`src/rtl/fetch.sv`:
```
// -----------------------------------------------------------------------------
// fetch -- instruction-fetch stage feeding decode.
//
// Owns the program counter and issues word-aligned requests to instruction
// memory. In-order responses are buffered in a small FIFO and presented to
// decode as {instruction, PC}. A redirect from execute reloads the PC, flushes
// the FIFO and marks every request still in flight as stale, so that its
// response is discarded when it returns.
//
// Ports
//   i_clk             clock, all state updates on the rising edge
//   i_rst             synchronous active-low reset
//   o_imem_req_valid  request valid (credit-limited)
//   i_imem_req_ready  memory accepts the request this cycle
//   o_imem_addr       request address, always word-aligned
//   i_imem_rsp_valid  in-order response valid, never back-pressured
//   i_imem_rsp_data   fetched instruction word
//   i_redirect        load a new PC this cycle
//   i_redirect_pc     redirect target, low two bits forced to zero
//   o_inst_valid      FIFO head valid
//   i_inst_ready      decode consumes the head
//   o_inst            head instruction
//   o_inst_pc         PC of the head instruction
// -----------------------------------------------------------------------------
module fetch #(
    parameter logic [31:0] RESET_PC = 32'h0000_0000,
    parameter int          DEPTH    = 2
) (
    input  logic        i_clk,
    input  logic        i_rst,
    output logic        o_imem_req_valid,
    input  logic        i_imem_req_ready,
    output logic [31:0] o_imem_addr,
    input  logic        i_imem_rsp_valid,
    input  logic [31:0] i_imem_rsp_data,
    input  logic        i_redirect,
    input  logic [31:0] i_redirect_pc,
    output logic        o_inst_valid,
    input  logic        i_inst_ready,
    output logic [31:0] o_inst,
    output logic [31:0] o_inst_pc
);

    localparam int            CW      = $clog2(DEPTH + 1);
    localparam int            PW      = (DEPTH > 1) ? $clog2(DEPTH) : 1;
    localparam logic [CW:0]   DEPTH_W = (CW + 1)'(DEPTH);
    localparam logic [PW-1:0] PTR_TOP = PW'(DEPTH - 1);

    logic [31:0]   pc_r;
    logic [31:0]   rsp_pc_r;
    logic [CW-1:0] outstanding_r;
    logic [CW-1:0] drop_cnt_r;
    logic [CW-1:0] count_r;
    logic [PW-1:0] rd_ptr_r;
    logic [PW-1:0] wr_ptr_r;
    logic [31:0]   inst_mem_r [DEPTH];
    logic [31:0]   pc_mem_r   [DEPTH];

    logic [CW:0]   inflight_s;
    logic          req_fire_s;
    logic          rsp_fire_s;
    logic          drop_s;
    logic          push_s;
    logic          pop_s;
    logic [CW-1:0] outstanding_nxt_s;
    logic [31:0]   target_s;

    // Circular pointer advance that also works for non-power-of-two depths.
    function automatic logic [PW-1:0] ptr_inc(input logic [PW-1:0] p);
        logic [PW-1:0] n;
        if (p == PTR_TOP) begin
            n = {PW{1'b0}};
        end else begin
            n = p + PW'(1);
        end
        return n;
    endfunction

    // Requests in flight plus buffered entries never exceed DEPTH, which is
    // what guarantees a response always finds a free FIFO slot.
    assign inflight_s        = {1'b0, outstanding_r} + {1'b0, count_r};
    assign o_imem_req_valid  = i_rst & (inflight_s < DEPTH_W);
    assign o_imem_addr       = pc_r;
    assign req_fire_s        = o_imem_req_valid & i_imem_req_ready;

    // A response with nothing outstanding is a protocol error; it is ignored
    // here so the counters cannot underflow, and flagged by the checker.
    assign rsp_fire_s        = i_rst & i_imem_rsp_valid & (outstanding_r != {CW{1'b0}});
    assign drop_s            = rsp_fire_s & ((drop_cnt_r != {CW{1'b0}}) | i_redirect);
    assign push_s            = rsp_fire_s & ~drop_s;

    assign o_inst_valid      = i_rst & (count_r != {CW{1'b0}});
    assign pop_s             = o_inst_valid & i_inst_ready;
    assign o_inst            = inst_mem_r[rd_ptr_r];
    assign o_inst_pc         = pc_mem_r[rd_ptr_r];

    assign outstanding_nxt_s = outstanding_r + CW'(req_fire_s) - CW'(rsp_fire_s);
    assign target_s          = i_redirect_pc & 32'hFFFF_FFFC;

    // Control state: PC, response PC, credit counters and FIFO pointers.
    always_ff @(posedge i_clk) begin
        if (!i_rst) begin
            pc_r          <= RESET_PC;
            rsp_pc_r      <= RESET_PC;
            outstanding_r <= {CW{1'b0}};
            drop_cnt_r    <= {CW{1'b0}};
            count_r       <= {CW{1'b0}};
            rd_ptr_r      <= {PW{1'b0}};
            wr_ptr_r      <= {PW{1'b0}};
        end else begin
            outstanding_r <= outstanding_nxt_s;
            if (i_redirect) begin
                // Everything still in flight after this edge is stale,
                // including a request accepted in this very cycle.
                pc_r       <= target_s;
                rsp_pc_r   <= target_s;
                drop_cnt_r <= outstanding_nxt_s;
                count_r    <= {CW{1'b0}};
                rd_ptr_r   <= {PW{1'b0}};
                wr_ptr_r   <= {PW{1'b0}};
            end else begin
                if (req_fire_s) begin
                    pc_r <= pc_r + 32'd4;
                end else begin
                    pc_r <= pc_r;
                end
                // Without a redirect, a drop only happens while drop_cnt > 0.
                if (drop_s) begin
                    drop_cnt_r <= drop_cnt_r - CW'(1);
                end else begin
                    drop_cnt_r <= drop_cnt_r;
                end
                if (push_s) begin
                    rsp_pc_r <= rsp_pc_r + 32'd4;
                    wr_ptr_r <= ptr_inc(wr_ptr_r);
                end else begin
                    rsp_pc_r <= rsp_pc_r;
                    wr_ptr_r <= wr_ptr_r;
                end
                if (pop_s) begin
                    rd_ptr_r <= ptr_inc(rd_ptr_r);
                end else begin
                    rd_ptr_r <= rd_ptr_r;
                end
                count_r <= count_r + CW'(push_s) - CW'(pop_s);
            end
        end
    end

    // FIFO storage; contents are meaningless while the count is zero, so no reset.
    always_ff @(posedge i_clk) begin
        if (push_s && !i_redirect) begin
            inst_mem_r[wr_ptr_r] <= i_imem_rsp_data;
            pc_mem_r[wr_ptr_r]   <= rsp_pc_r;
        end
    end

    fetch_checker #(
        .DEPTH (DEPTH),
        .CW    (CW)
    ) u_checker (
        .clk         (i_clk),
        .rst         (i_rst),
        .rsp_valid   (i_imem_rsp_valid),
        .outstanding (outstanding_r),
        .count       (count_r),
        .addr_lsb    (pc_r[1:0])
    );

endmodule

// -----------------------------------------------------------------------------
// fetch_checker -- simulation-time protocol and invariant checks for fetch.
//
// Ports
//   clk, rst     clock and active-low reset of the checked block
//   rsp_valid    memory response valid
//   outstanding  requests in flight
//   count        FIFO occupancy
//   addr_lsb     low bits of the request address
// -----------------------------------------------------------------------------
module fetch_checker #(
    parameter int DEPTH = 2,
    parameter int CW    = 2
) (
    input logic          clk,
    input logic          rst,
    input logic          rsp_valid,
    input logic [CW-1:0] outstanding,
    input logic [CW-1:0] count,
    input logic [1:0]    addr_lsb
);

    localparam logic [CW-1:0] DEPTH_C = CW'(DEPTH);

    a_rsp_has_request : assert property (@(posedge clk) disable iff (!rst)
        rsp_valid |-> (outstanding != {CW{1'b0}}));

    a_fifo_bounded : assert property (@(posedge clk) disable iff (!rst)
        count <= DEPTH_C);

    a_addr_aligned : assert property (@(posedge clk) disable iff (!rst)
        addr_lsb == 2'b00);

endmodule
```
`config.mk`:
```
export PLATFORM = sky130hd
export DESIGN_NAME = fetch
export DESIGN_NICKNAME = d
export VERILOG_FILES = /design/src/rtl/fetch.sv
export SDC_FILE = /design/constraint.sdc
export NUM_CORES = 1
export LEC_CHECK = 0
export CAP_MARGIN = 20
export CORE_MARGIN = 1.5
export CORE_UTILIZATION = 55
export CTS_BUF_LIST = sky130_fd_sc_hd__clkbuf_16
export DETAILED_ROUTE_END_ITERATION = 7
export PLACE_DENSITY = 0.81
export SETUP_SLACK_MARGIN = 0.15
export SLEW_MARGIN = 20
export SYNTH_ARGS = -nofsm -noshare
export SYNTH_HDL_FRONTEND = slang
export SYNTH_SLANG_ARGS = --single-unit
export TNS_END_PERCENT = 50
```
`constraint.sdc`:
```
create_clock -name i_clk -period 10.1 [get_ports i_clk]
set_input_delay 1.01 -clock i_clk [delete_from_list [all_inputs] [get_ports i_clk]]
set_output_delay 1.01 -clock i_clk [all_outputs]
set_load 0.03 [all_outputs]
```
Word-level counts from Yosys, hierarchy flattened
Memory sizes are Yosys's and may differ from the RTL's. A register that Yosys moved wholly into a read port is not among the register bits.
Index checks and enable logic that the tools add are counted.
Widths: inputs -> output; s select.
{ "word_totals": {"n_memories": 2, "out_inout_bits": 98, "inputBits": 70, "mem_bits_rw": 128, "reg_bits": 72} }
{ "op_classes": {"addsub": 10, "n_lt_le_gt_ge": 1, "n_reduce_logical": 9, "bitwise_logic": 11, "mux": 14} }
{ "memory_table": {"columns": ["memory", "words", "width", "read_ports", "rd_ports_with_merged_regs", "write_ports", "line", "source"], "rows": [
  ["inst_mem_r", 2, 32, 1, 1, 1, "56", "logic [31:0] inst_mem_r [DEPTH];"],
  ["pc_mem_r", 2, 32, 1, 1, 1, "57", "logic [31:0] pc_mem_r [DEPTH];"]
]} }
{ "ops": {"columns": ["cell", "n"], "rows": [
  ["$mux 32", 4],
  ["$add 32x3->32 const B", 2],
  ["$reduce_bool 2->1", 6],
  ["$and 1x1->1", 8],
  ["$mux 1", 8],
  ["$add 2x1->2", 2],
  ["$mux 2", 2],
  ["$sub 2x1->2", 2],
  ["$add 2x2->3", 1],
  ["$lt 3x2->1 const B", 1],
  ["$add 1x1->1 const B", 2],
  ["$not 1->1", 2],
  ["$reduce_or 2->1", 1],
  ["$sub 2x1->2 const B", 1],
  ["$logic_and 1x1->1", 1],
  ["$logic_not 1->1", 1],
  ["$or 1x1->1", 1]
]} }

Depth between registers and ports, before layout
Gate-level depths: netlist of the first run.
{ "depth": {"depth_word": 8, "mapped_depth": 12} }

Worst setup path before layout of the first run
OpenSTA, ideal clock, no wires.
{ "synth_path": {"path_type": "input port to flip-flop", "start": "input port i_redirect", "end": "memory inst_mem_r[0][0] (enable)", "setup_time_ns": 0.482, "arrival_time_ns": 4.418, "setup_slack_ns": 5.200, "path_buffers": 2, "path_stages": 6, "path_cell_list": "buf_2 -> nand2b_1 -> buf_2 -> nor2_2 -> inv_1 -> nor2_1"} }
{ "synth_via": {"elab_chain_cells": 7} }
{ "synth_rtl": {"columns": ["element", "line", "source"], "rows": [
  ["start, declared", "36", "input logic i_redirect,"],
  ["$or 1x1->1", "89", "assign drop_s = rsp_fire_s & ((drop_cnt_r != {CW{1'b0}}) | i_redirect);"],
  ["$and 1x1->1", "89", null],
  ["$not 1->1", "90", "assign push_s = rsp_fire_s & ~drop_s;"],
  ["$and 1x1->1", "90", null],
  ["$logic_and 1x1->1 (*)", "152", "if (push_s && !i_redirect) begin"],
  ["$mux 1 (*)", "152", null],
  ["$mux 1 (implied by the code) (*)", "153", "inst_mem_r[wr_ptr_r] <= i_imem_rsp_data;"],
  ["end, declared", "56", null]
]} }
Mark *: on every way between the ends. The rest lies on a longest branch, timed or not.

Final worst setup path of the first run
{ "layout_path": {"start": "input port i_rst", "end": "output port o_imem_req_valid"} }
{ "layout_via": {"elab_chain_cells": 1} }
{ "layout_rtl": {"columns": ["element", "line", "source"], "rows": [
  ["start, declared", "30", "input logic i_rst,"],
  ["$and 1x1->1", "82", "assign o_imem_req_valid = i_rst & (inflight_s < DEPTH_W);"],
  ["end, declared", "31", "output logic o_imem_req_valid,"]
]} }
Every way passes these cells.

==> parameters.txt, run 1 <==
Parameter                              Value

Run status
  Run status    complete, no violations

Die
  Initial core utilization    0.564
  Floorplan row count    44
  Die Outline Area    15700 µm²
  Placeable core region    14500 µm²
  Chip Width    125 µm
  Die Span Y    125 µm
  Total I/O pin count    168

Clock network
  TritonCTS clock tree    built
  H-Tree Depth    4
  Root buf cell    clkbuf_16
  Clock Tree Buf Depth    2
  Reg clk slew, reported paths    60 ps
  Clock network latency to the later pin of the worst-skew pair    430 ps
  Post-cts repair resize count    0
  Number of sinks driven by the clock tree    193
  Number of buffers inserted during clock tree synthesis    17
  Hold buffer count at CTS    0
  Count of buffers added by post-CTS timing repair for setup    0

Power
  Fraction of power consumed by the clock network    0.376
  Switching part of the total power    0.240
  Net switching power    0.000416 W
  Internal power contribution    0.00132 W
  Leakage Power    3.58 nW
  Worst vdd rail ir drop    134 µV
  Combinational cell fraction of total power    0.105
  Pwr Density    164 nW/µm²
  Share of power burned in registers    0.519

Global routing
  Global-route met3 utilization    0.0608
  First-pass GRT wire length    29.7 mm
  Largest net degree at the start of global routing    63
  Via count of the first global-routing pass    5781
  Most Crowded Layer GR    met2
  Met1 Resource Use GR    0.327
  GRT Residual Overflow    0
  Routing usage on met2    0.384
  Initial antenna violation count    0
  GRT Total Usage    0.241

Finish
  Number of cells in the finished layout apart from fillers    994
  Area overhead of the layout relative to synthesis    28.7%
  Number of nets in the final layout    875
  Final core occ    0.726
  Layout cells sized above 1    0.153
  Post-route design area    10600 µm²
  Antenna Diode Count    0

Place
  Gp weighted congestion    0.881
  Area of placed instances    9980 µm²
  HPWL Detailed    12.5 mm
  Port Buffers    161
  Total instance count after detailed placement    962

STA
  Clk_skew    10.9 ps
  Minimum period implied by the final worst setup slack    4290 ps
  Headroom to the max-slew limit    0.436
  F_max    233 MHz
  Max-slew violations    0
  Count of endpoints failing hold in the final timing report    0
  Hold_ws    504 ps
  RSZ-0062 raised after global routing    false
  Part of the cycle the worst path needs    0.424
  Worst-Margin Slew    841 ps
  Sum Neg Setup Slack    0 ps
  Setup Viol. Count Final    0

Worst setup path
  CP max stage cell    clkdlybuf4s50_1
  Most common cell type on the critical path    clkdlybuf4s50_1
  Crit Path Max Fanout    41
  Worst path cell trace    clkdlybuf4s50_1 -> buf_4 -> inv_1 -> nor3_1 -> clkdlybuf4s50_1
  Launching element type of the critical path    input pin
  Required time of the critical path    9090 ps
  Endpoint kind of the worst setup timing path    primary output
  Type of the worst setup path    input pin to primary output
  Slowest stage delay, CP    740 ps
  Worst path buffer plus inverter count    4
  Largest delay contributor family on the critical path    buffers and inverters
  Signal arrival time at the worst endpoint    3280 ps

Route
  First drt pass iteration count    5
  Routed Antenna Nets    0
  Number of violations reported at the end of detailed-routing iteration 0    400
  DR vias/cell    5.73
  Number of vias after detailed routing    5692
  Routed Wire Length    18.6 mm
  Wire length per cell after detailed routing    18.7 µm
  Number of design rule violations left after detail routing    0

Flow run
  Number of max-capacitance violations reported    0

Logic synthesis
  Post-synthesis instance area    8200 µm²
  Cells after synthesis    638
  Post-Syn Area per Cell    12.9 µm²
  Post-synthesis sequential area ratio    0.622
  Seq cells post-synth    193
  Post-synth cell types    54
  Number of warnings reported in the yosys synthesis log    0

Min path
  Class of the most critical hold timing path    register to register
## cell usage after synthesis, drive strengths merged
library cell	instances	area (µm²)
clkinv	1	3.75
nand4	28	190
and4	3	26.3
o211ai	3	27.5
a22o	2	17.5
o21ba	1	10.0
nand2b	1	6.26
o211a	2	20.0
and4bb	1	12.5
a32oi	1	8.76
and3	7	45.1
xor2	34	298
nand3	25	130
nand4b	1	8.76
inv	8	30.0
and2	9	56.3
clkbuf	23	86.3
o311ai	1	8.76
conb	1	3.75
nand3b	1	7.51
a31oi	3	18.8
nor3	10	55.1
o22ai	2	12.5
fa	1	20.0
a21oi	46	234
nor2b	2	12.5
edfxtp	124	3720
nor2	27	114
o31a	1	8.76
o31ai	1	7.51
xnor2	20	175
a22oi	4	30.0
a41oi	1	8.76
buf	7	47.6
o21ai	33	165
mux2	68	769
nand2	49	184
nor4	8	131
ha	7	87.6
dfxtp	69	1380
o2bb2ai	2	17.5
## cells in the final DEF, fill, tap and decap left out, types with 2 or more instances in the layout
master and count:
nand3_1 24, a22o_1 2, o21ai_0 33, buf_4 6
and4_1 3, dfxtp_1 68, o211ai_1 2, nor2_4 2
xnor2_1 20, clkbuf_16 19, a21oi_1 45, nor3_1 9
clkinv_2 3, inv_6 3, o22ai_1 2, clkdlybuf4s50_1 161
xor2_1 34, ha_1 7, nor2_2 2, a22oi_1 4
o211a_1 2, nor2b_1 2, and3_1 5, edfxtp_1 124
inv_1 10, nor2_1 23, o2bb2ai_1 2, conb_1 4
nor4_1 2, a31oi_1 3, mux2_2 67, and3_2 2
nand4_1 27, nor4_4 5, and2_1 9, nand2_1 49
## flip-flops by register name, indices dropped and copies added, names as in the netlist, named ones only
register       flops
drop_cnt_r         2
inst_mem_r        64
rd_ptr_r           1
rsp_pc_r          30
o_imem_addr       30
count_r            2
outstanding_r      2
wr_ptr_r           1
pc_mem_r          60
## worst reg2reg max path: cells and delay by family (launching register included)
kind | cells | cell delay (ps)
flops | 1 | 430
buf+inv | 2 | 200
compound gates | 1 | 130
simple gates | 3 | 700
fa+ha+maj | 3 | 930
xor+xnor | 2 | 360
## layer usage
metal	part of all wire	routed length, µm	vias to the layer above
li1	-	-	2670
met1	0.44	8240	2747
met2	0.47	8780	252
met3	0.072	1340	23
met4	0.014	262	0
met5	0	0	-
## power by group through the flow
stage          Sequential (W)  Clock, W  Combinational, W
6_report             0.000901  0.000653          0.000183
5_1_grt              0.000904  0.000687          0.000195
4_1_cts              0.000900  0.000659          0.000183
3_5_place_dp         0.000917         0          0.000180
3_3_place_gp         0.000914         0          0.000176
2_1_floorplan        0.000925         0         0.0000886
## area by class of cell
type	instances	area, µm²
clock inverters	13	105
inverters	9	33.8
clock buffers	19	475
repair buffers	167	1660
flip-flops and latches	193	5110
fillers	991	3980
well taps	184	230
multi-input cells	409	2950
## per-stage QoR
| step | power [W] | setup slack [ps] |
|---|---|---|
| finish | 0.00174 | 5810 |
| global route | 0.00179 | 5680 |
| CTS | 0.00174 | 5850 |
| detailed placement | 0.00110 | 5850 |
| global placement | 0.00109 | 5860 |
| floorplan | 0.00101 | 5200 |
## path summary, 6_finish.rpt
kind                                  startpoint                to  slack [ps]  cells after the start
worst max register to register  outstanding_r[0]     drop_cnt_r[1]        7280                     11
worst min register to register      rsp_pc_r[29]   pc_mem_r[1][29]         500                      0
worst max-delay path                       i_rst  o_imem_req_valid        5810                      5
worst min-delay path                rsp_pc_r[29]   pc_mem_r[1][29]         500                      0
## kinds of logic (layout without fill, tap and decap cells)
logic type / count (synthesis) / after routing / synth area share
AO/OA/AOI/OAI: 103 / 103 / 0.0726
XOR/XNOR: 54 / 54 / 0.0577
adder cells (fa/ha/maj): 8 / 8 / 0.0131
buffers and inverters: 39 / 208 / 0.0204
flip-flops: 193 / 193 / 0.622
multiplexers: 68 / 68 / 0.0938
other: 1 / 4 / 0.000457
AND/OR/NAND/NOR: 172 / 172 / 0.119
(Power assumes the default switching activity.)
==> run 2: changes to the inputs <==
Settings changed: CORE_UTILIZATION 55 to 46, PLACE_DENSITY 0.81 to 0.72.
Clock period 10.1 ns to 3.9 ns, I/O delays scaled along.
==> parameters.txt, run 2 (synthesized netlist as in run 1, its figures left out) <==
Parameter                              Value

Route
  DR vias/cell    5.47 (-4.4%)
  First drt pass iteration count    4 (-1)
  Wire length per cell after detailed routing    18.0 µm (-4.1%)
  Routed Antenna Nets    0 (unchanged)
  Number of vias after detailed routing    5708 (+0.28%)
  Number of violations reported at the end of detailed-routing iteration 0    290 (-28%)
  Routed Wire Length    18.7 mm (+0.67%)
  Number of design rule violations left after detail routing    0 (unchanged)

Power
  Leakage Power    3.60 nW (+0.58%)
  Pwr Density    420 nW/µm² (+160%)
  Worst vdd rail ir drop    302 µV (+130%)

Clock network
  Count of buffers added by post-CTS timing repair for setup    0 (unchanged)
  Clock network latency to the later pin of the worst-skew pair    430 ps (about the same)
  Reg clk slew, reported paths    60 ps (about the same)
  Number of sinks driven by the clock tree    193 (unchanged)
  Root buf cell    clkbuf_16
  Clock Tree Buf Depth    2 (unchanged)
  TritonCTS clock tree    built
  H-Tree Depth    4 (unchanged)
  Post-cts repair resize count    0 (unchanged)
  Number of buffers inserted during clock tree synthesis    17 (unchanged)
  Hold buffer count at CTS    0 (unchanged)

Global routing
  GRT Residual Overflow    0 (unchanged)
  Via count of the first global-routing pass    5558 (-3.9%)
  First-pass GRT wire length    28.6 mm (-3.7%)
  Largest net degree at the start of global routing    63 (unchanged)
  Initial antenna violation count    0 (unchanged)
  GRT Total Usage    0.202 (-0.0390)

Die
  Chip Width    137 µm (+9.1%)
  Initial core utilization    0.473 (-0.0918)
  Placeable core region    17400 µm² (+19%)
  Total I/O pin count    168 (unchanged)
  Die Outline Area    18600 µm² (+19%)
  Die Span Y    137 µm (+9.1%)
  Floorplan row count    48 (+9.1%)

Worst setup path
  Crit Path Max Fanout    23 (-44%)
  Worst reg2reg startpoint    outstanding_r[0]
  Endpoint kind of the worst setup timing path    primary output
  Type of the worst setup path    register to primary output
  Reg-to-reg slack, setup    1130 ps (-6150 ps)
  Worst R2R End    drop_cnt_r[1]
  Launching element type of the critical path    register
  Signal arrival time at the worst endpoint    2540 ps (-740 ps)
  Required time of the critical path    3510 ps (-5580 ps)
  Worst R2R Path Depth    11 (unchanged)

Place
  Port Buffers    161 (unchanged)
  HPWL Detailed    13.4 mm (+7.2%)
  Gp weighted congestion    0.917 (+4.2%)

STA
  Setup Viol. Count Final    0 (unchanged)
  Worst-Margin Slew    665 ps (-176 ps)
  Sum Neg Setup Slack    0 ps (unchanged)
  Clk_skew    14.0 ps (+3.10 ps)
  Minimum period implied by the final worst setup slack    2930 ps
  Count of endpoints failing hold in the final timing report    0 (unchanged)
  RSZ-0062 raised after global routing    false
  Headroom to the max-slew limit    0.553 (+0.117)
  Part of the cycle the worst path needs    0.752
  F_max    341 MHz
  Max-slew violations    0 (unchanged)

Finish
  Area overhead of the layout relative to synthesis    30.3%
  Multi-input gate area in the final layout    2950 µm² (unchanged)
  Largest register FFs    64 (unchanged)
  Most frequent standard cell in the layout excluding fill and tap cells    clkdlybuf4s50_1
  Filler cell count in the final layout    1354 (+37%)
  Storage cell area    5110 µm² (unchanged)
  Number of nets in the final layout    883 (+0.91%)
  Layout cells sized above 1    0.160 (+0.00706)
  Final core occ    0.615 (-0.111)
  Most frequent cells in the layout    clkdlybuf4s50_1 (161), edfxtp_1 (124), dfxtp_1 (68), mux2_2 (67), nand2_1 (49)
  Registers with the highest flip-flop counts    inst_mem_r x64, pc_mem_r x60
  Antenna Diode Count    0 (unchanged)
  Largest register by flop count    inst_mem_r

Run status
  Run status    complete, no violations

Min path
  Source of the worst hold timing path    rsp_pc_r[29]
  Worst Hold Path EP    pc_mem_r[1][29]
  Class of the most critical hold timing path    register to register
  Cell count of the worst hold path    0 (unchanged)

Flow run
  Number of max-capacitance violations reported    0 (unchanged)
[run 2: cell count changes in the layout (fill, tap and decap cells not counted), sizes merged]
cell | previous run | this run
clkbuf | 19 | 17
inv | 15 | 11
clkinv | 5 | 7
bufinv | 1 | 2
buf | 6 | 14
clkinvlp | 1 | 4
[run 2: worst max-delay path by stage]
stage	to	slack, ps
after floorplan	inst_mem_r[0][0]	660
after global placement	rsp_pc_r[19]	1120
after detailed placement	rsp_pc_r[19]	1050
after CTS	o_inst_pc[19]	930
after global routing	o_inst_pc[17]	850
final	o_inst_pc[15]	970
[run 2: where the power goes]
group	leakage [nW]	switching, W	internal [W]
clock network	0.273	0.000732	0.000938
registers	1.70	0.0000824	0.00225
logic	1.63	0.000260	0.000219
[run 2: final cells by class]
class,instances,share of cell area
multi-input cells,409,0.276
inverters,9,0.00316
clock buffers,17,0.0398
repair buffers,175,0.163
flip-flops and latches,193,0.478
well taps,225,0.0264
clock inverters,15,0.0136
[run 2: metal layers]
metal	GRT usage	share of wire	vias up
met2	0.323	0.46	253
met3	0.0400	0.084	20
met5	0	0	-
met1	0.275	0.45	2738
met4	0.0691	0.012	0
li1	-	-	2697
[run 2: through the flow]
step	instance area, µm²	hold slack, ps	worst slack, ps	total power (W)	std cells
3_3_place_gp	10100	479	1120	0.00284	1011
3_5_place_dp	10100	478	1050	0.00285	1011
2_1_floorplan	8220	459	660	0.00262	641
4_1_cts	10700	494	935	0.00452	1043
5_1_grt	10700	509	853	0.00463	1043
6_report	10700	493	969	0.00448	1043
[run 2: critical path, stage by stage (launching register included)]
cell	delay, ps
dfxtp_2	690
buf_4	410
mux2_2	380
clkdlybuf4s50_1	620
